`src/rtl/nibble_serializer_pkg.sv`:
```
// Shared types and constants for the nibble serializer and its
// downstream shift register.
package nibble_ser_pkg;

    // Default word width, equal to the downstream shift-register width.
    localparam int WIDTH_DEF = 4;

    // Serializer control states.
    typedef enum logic [1:0] {
        ST_IDLE  = 2'd0,
        ST_SHIFT = 2'd1,
        ST_GAP   = 2'd2
    } state_e;

endpackage

```
`src/rtl/nibble_serializer_if.sv`:
```
// Upstream valid/ready word interface of the nibble serializer.
interface nibble_serializer_if
    import nibble_ser_pkg::*;
#(
    parameter int WIDTH = WIDTH_DEF
);
    logic [WIDTH-1:0] in_data;
    logic             in_valid;
    logic             in_ready;

    // Word producer side.
    modport master (output in_data, output in_valid, input in_ready);
    // Serializer side.
    modport slave  (input in_data, input in_valid, output in_ready);
endinterface

```
`src/rtl/nibble_serializer.sv`:
```
// Parallel-to-serial stage: one-word hold buffer plus shift register,
// emitting one bit per clock LSB-first, with optional idle gap between
// words and a completed-word counter.
module nibble_serializer
    import nibble_ser_pkg::*;
#(
    parameter int WIDTH = WIDTH_DEF,
    parameter int GAP   = 0,
    parameter int CNT_W = 8
) (
    input  logic               clk,
    input  logic               reset,
    nibble_serializer_if.slave up,
    output logic               x,
    output logic               x_valid,
    output logic               word_done,
    output logic               busy,
    output logic [CNT_W-1:0]   word_count
);
    localparam int              IDX_W    = (WIDTH > 1) ? $clog2(WIDTH) : 1;
    localparam logic [IDX_W-1:0] LAST_IDX = IDX_W'(WIDTH - 1);
    localparam logic [3:0]      GAP_LD   = 4'(GAP);

    state_e           state_q, state_d;
    logic [WIDTH-1:0] hold_q, hold_d;
    logic             hold_full_q, hold_full_d;
    logic [WIDTH-1:0] shreg_q, shreg_d;
    logic [IDX_W-1:0] bit_idx_q, bit_idx_d;
    logic [3:0]       gap_q, gap_d;
    logic [CNT_W-1:0] cnt_q, cnt_d;
    logic             accept;
    logic             last_bit;
    logic             load;

    // in_ready is just the inverted full flag, so accept never depends
    // combinationally on in_valid feeding back into in_ready.
    assign accept   = up.in_valid && !hold_full_q;
    assign last_bit = (state_q == ST_SHIFT) && (bit_idx_q == LAST_IDX);

    // Next-state logic: sequencing of words through hold -> shreg.
    always_comb begin
        state_d   = state_q;
        shreg_d   = shreg_q;
        bit_idx_d = bit_idx_q;
        gap_d     = gap_q;
        load      = 1'b0;
        case (state_q)
            ST_IDLE: begin
                if (hold_full_q) begin
                    load    = 1'b1;
                    state_d = ST_SHIFT;
                end
            end
            ST_SHIFT: begin
                shreg_d   = shreg_q >> 1;
                bit_idx_d = bit_idx_q + IDX_W'(1);
                if (last_bit) begin
                    if (GAP == 0 && hold_full_q) begin
                        load = 1'b1;
                    end else if (GAP > 0) begin
                        state_d = ST_GAP;
                        gap_d   = GAP_LD;
                    end else begin
                        state_d = ST_IDLE;
                    end
                end
            end
            ST_GAP: begin
                gap_d = gap_q - 4'd1;
                if (gap_q == 4'd1) begin
                    if (hold_full_q) begin
                        load    = 1'b1;
                        state_d = ST_SHIFT;
                    end else begin
                        state_d = ST_IDLE;
                    end
                end
            end
            default: state_d = ST_IDLE;
        endcase
        if (load) begin
            shreg_d   = hold_q;
            bit_idx_d = '0;
        end
    end

    // Hold buffer: a load and an accept are mutually exclusive, since a
    // load needs the buffer full and an accept needs it empty.
    always_comb begin
        hold_full_d = hold_full_q;
        hold_d      = hold_q;
        if (load) begin
            hold_full_d = 1'b0;
        end
        if (accept) begin
            hold_full_d = 1'b1;
            hold_d      = up.in_data;
        end
        cnt_d = cnt_q + CNT_W'(last_bit);
    end

    // Control and shift state; reset discards any partial or buffered word.
    always_ff @(posedge clk) begin
        if (reset) begin
            state_q     <= ST_IDLE;
            hold_full_q <= 1'b0;
            shreg_q     <= '0;
            bit_idx_q   <= '0;
            gap_q       <= '0;
            cnt_q       <= '0;
        end else begin
            state_q     <= state_d;
            hold_full_q <= hold_full_d;
            shreg_q     <= shreg_d;
            bit_idx_q   <= bit_idx_d;
            gap_q       <= gap_d;
            cnt_q       <= cnt_d;
        end
    end

    // Hold data needs no reset; it is only read while hold_full_q is set.
    always_ff @(posedge clk) begin
        hold_q <= hold_d;
    end

    assign up.in_ready = !hold_full_q;
    assign x_valid     = (state_q == ST_SHIFT);
    assign x           = (state_q == ST_SHIFT) && shreg_q[0];
    assign word_done   = last_bit;
    assign busy        = (state_q != ST_IDLE) || hold_full_q;
    assign word_count  = cnt_q;

endmodule

```
`src/flat_wrapper.sv`:
```
// flat-port wrapper written by rule: the top's interface ports become plain ports
module nibble_serializer_flat import nibble_ser_pkg::*;
#(
    parameter int WIDTH = WIDTH_DEF,
    parameter int GAP   = 0,
    parameter int CNT_W = 8
)
  (clk, reset, x, x_valid, word_done, busy, word_count, up_in_data, up_in_valid, up_in_ready);
  nibble_serializer_if #(.WIDTH(WIDTH)) up_i ();
  input  logic clk;
  input  logic reset;
  output logic x;
  output logic x_valid;
  output logic word_done;
  output logic busy;
  output logic [CNT_W-1:0] word_count;
  input wire logic [$bits(up_i.in_data)-1:0] up_in_data;
  input wire logic [$bits(up_i.in_valid)-1:0] up_in_valid;
  output wire logic [$bits(up_i.in_ready)-1:0] up_in_ready;
  assign up_i.in_data = up_in_data;
  assign up_i.in_valid = up_in_valid;
  assign up_in_ready = up_i.in_ready;
  nibble_serializer #(.WIDTH(WIDTH), .GAP(GAP), .CNT_W(CNT_W)) u_core (.clk(clk), .reset(reset), .up(up_i), .x(x), .x_valid(x_valid), .word_done(word_done), .busy(busy), .word_count(word_count));
endmodule
```
`config.mk`:
```
export PLATFORM = sky130hd
export DESIGN_NAME = nibble_serializer_flat
export DESIGN_NICKNAME = d
export VERILOG_FILES = /design/src/rtl/nibble_serializer_pkg.sv /design/src/rtl/nibble_serializer_if.sv /design/src/rtl/nibble_serializer.sv /design/src/flat_wrapper.sv
export SDC_FILE = /design/constraint.sdc
export NUM_CORES = 1
export LEC_CHECK = 0
export CORE_MARGIN = 5
export CORE_UTILIZATION = 47
export DETAILED_ROUTE_END_ITERATION = 10
export PLACE_DENSITY = 0.88
export SLEW_MARGIN = 20
export SYNTH_ARGS = -nofsm -noshare
export SYNTH_HDL_FRONTEND = slang
export SYNTH_SLANG_ARGS = --single-unit
```
`constraint.sdc`:
```
create_clock -name clk -period 2.3 [get_ports clk]
set_clock_uncertainty 0.1 [all_clocks]
set_input_delay 0.46 -clock clk [delete_from_list [all_inputs] [get_ports clk]]
set_output_delay 0.46 -clock clk [all_outputs]
set_load 0.01 [all_outputs]
```
==> reports/qor.yml <==
grt_usage_pct: 13.5
die_height_um: 52.0
seq_area_um2: 442
min-delay-start: "u_core.word_count[7]"
ys_ff_latch: 20
netlist_instances: 85
multi_input_area_um2: 357
dieArea_mm2: 0.00270
min_path_cells: 2
n_fill_cell: 147
clockRootBuffer: "clkbuf_4"
end_kind: "primary output"
cts.sinks: 20
grt_overflow_total: 0
drive_gt1_share_pct: 9.52
async_flop_share_pct: 0
die_w_um: 52.0
critical_path_class: "flip-flop to primary output"
timing.critical_path.from: "u_core.bit_idx_q[0]"
rows: 15
hold_path_class: "flip-flop to flip-flop"
final_antenna_net_count: 0
hold_viol_final: 0
vias_per_cell: 4.95
fin_crit_sh_pct: 92.7
outcome: "complete, no violations"
slew_viol_final: 0
num_io_pins: 20
routed_wl_um: 1560
total_power_mw: 0.636
required_ns: 1.74
synth_warnings: 0
synth.area.top_cells: "dfxtp_1 (39%), edfxtp_1 (15%), a21oi_1 (7.3%)"
core_area_mm2: 0.00171
clock_latency_ns: 0.29
synth_flop_cell: "dfxtp_1"
initial_core_util_pct: 48.5
p_leak_nw: 0.398
first_iter_violations: 6
yosys.area.top_type: "dfxtp_1"
holdBufCountCts: 0
ir_drop_uv: 398
slew_headroom_pct: 61.7
timing.rr.start: "u_core.bit_idx_q[0]"
htreeDepth: 1
grt_pass1_vias: 587
synth.distinct_cells: 24
ys_top_cells_by_count: "dfxtp_1 (16), a21oi_1 (12), nor2_1 (9)"
fin_nets: 116
rsz0062_at_grt: "no"
vias: 644
timing.final.crit_period_ns: 2.13
p_per_area_mw_per_mm2: 597
path_clk_slew_ns: 0.10
yosysSeqAreaShare_pct: 53.2
timing.setup.tns_ns: 0
synth.avg_cell_area_um2: 9.74
dp_hpwl_um: 1180
fmax_mhz: 469
antenna_found_initial: 0
diodes: 0
area_delta_synth_final_pct: 28.5
portBuffers: 19
synth_fp_nets: 95
clockBufferDepth: 2
post-route-drc-count: 0
yosysTopAreaCellShare_pct: 38.7
setup_violations: 0
cts_tree: "yes"
dr.pass1.iters: 4
synth_edf_count: 4
synthMostInstantiatedCell: "dfxtp_1"
synthesis.area_um2: 828
crit_fanout: 3
worstPathArrival_ns: 1.57
grt_max_degree: 17
utilization_pct: 62.3
critPathLaunchType: "flip-flop"
cts_buffers: 3
rr_worst_depth: 7
grt_pass1_wl_um: 2650
cap_violations: 0
place.gp.congestion: 0.790
post_drt_wl_per_cell_um: 12.0
max_slew.worst_pin.slew_ns: 0.572
[metrics by stage]
stage / hold slack (ns) / instances / area [um^2] / setup slack (ns)
6_report: 0.393 / 130 / 1060 / 0.167
5_1_grt: 0.411 / 130 / 1060 / 0.0571
4_1_cts: 0.398 / 130 / 1060 / 0.0520
3_5_place_dp: 0.382 / 126 / 1040 / 0.299
3_3_place_gp: 0.367 / 126 / 1040 / 0.417
2_1_floorplan: 0.396 / 85 / 828 / 0.354
[routing by layer]
metal  GRT usage, %  wire length [um]
met1           16.8               703
met2           21.1               785
met3           2.29                46
met4           9.17                26
met5              0                 0
[registers in the layout, indices dropped and copies added, names as in the netlist]
signal              flops
u_core.word_count       8
u_core.hold_q           4
u_core.shreg_q          4
u_core.bit_idx_q        2
u_core.hold_full_q      1
u_core.state_q          1
[final timing paths]
check                                       endpoint  slack, ns
worst min-delay path            u_core.word_count[7]       0.39
worst max-delay path                       word_done       0.17
worst min register to register  u_core.word_count[7]       0.39
worst max register to register  u_core.word_count[6]       0.38
[cell usage in the layout (no fill, tap or decap)]
| master | Yosys | routed |
|---|---|---|
| a21oi_1 | 12 | 12 |
| a2bb2oi_1 | 1 | 1 |
| and2_1 | 2 | 2 |
| and3_2 | 1 | 1 |
| clkbuf_1 | 2 | 1 |
| clkbuf_4 | 0 | 3 |
| clkdlybuf4s50_1 | 0 | 19 |
| dfxtp_1 | 16 | 15 |
| dfxtp_2 | 0 | 1 |
| edfxtp_1 | 4 | 4 |
| ha_1 | 3 | 3 |
| inv_1 | 5 | 5 |
| mux2_2 | 1 | 1 |
| nand2_1 | 5 | 5 |
| nand2b_1 | 1 | 1 |
| nand3_1 | 2 | 2 |
| nand4_1 | 1 | 1 |
| nor2_1 | 9 | 9 |
| nor2b_1 | 4 | 4 |
| o21ai_0 | 3 | 3 |
| o221a_2 | 3 | 3 |
| o32a_1 | 1 | 1 |
| or2_2 | 1 | 1 |
| or3_1 | 3 | 3 |
| xnor2_1 | 2 | 2 |
| xor2_1 | 2 | 2 |
[critical path, cell delays in order (launching register included)]
cell and delay, ns:
dfxtp_1 0.39, ha_1 0.19, and2_1 0.15, clkdlybuf4s50_1 0.55
[power breakdown]
group | switching [mW] | internal (mW)
logic | 0.0343 | 0.0431
clock network | 0.100 | 0.0674
registers | 0.0153 | 0.376
total | 0.150 | 0.486
[final cells by class]
type                    count  area share [%]
well taps                  25            2.94
repair buffers             19            17.9
clock buffers               4            2.47
multi-input cells          57            33.5
flip-flops and latches     20            41.5
inverters                   5            1.76
[cells by family (layout without fill, tap and decap cells)]
family / count (synthesis) / after routing / synth area share (%)
and+or+nand+nor: 29 / 29 / 17.5
xor gates and xnor gates: 4 / 4 / 4.23
AOI/OAI and AO/OA: 20 / 20 / 15.4
buffers and inverters: 8 / 28 / 3.78
adders and majority gates: 3 / 3 / 4.53
muxes: 1 / 1 / 1.36
DFF: 20 / 20 / 53.2
[what timing repair did]
| action | CTS | global route |
|---|---|---|
| endpoints found under the setup margin | 0 | 1 |
| endpoints found under the hold margin | 0 | 0 |
| setup buffers | 0 | 0 |
| resized for setup | 0 | 1 |
Note: power is estimated with default switching activity, not from simulation.
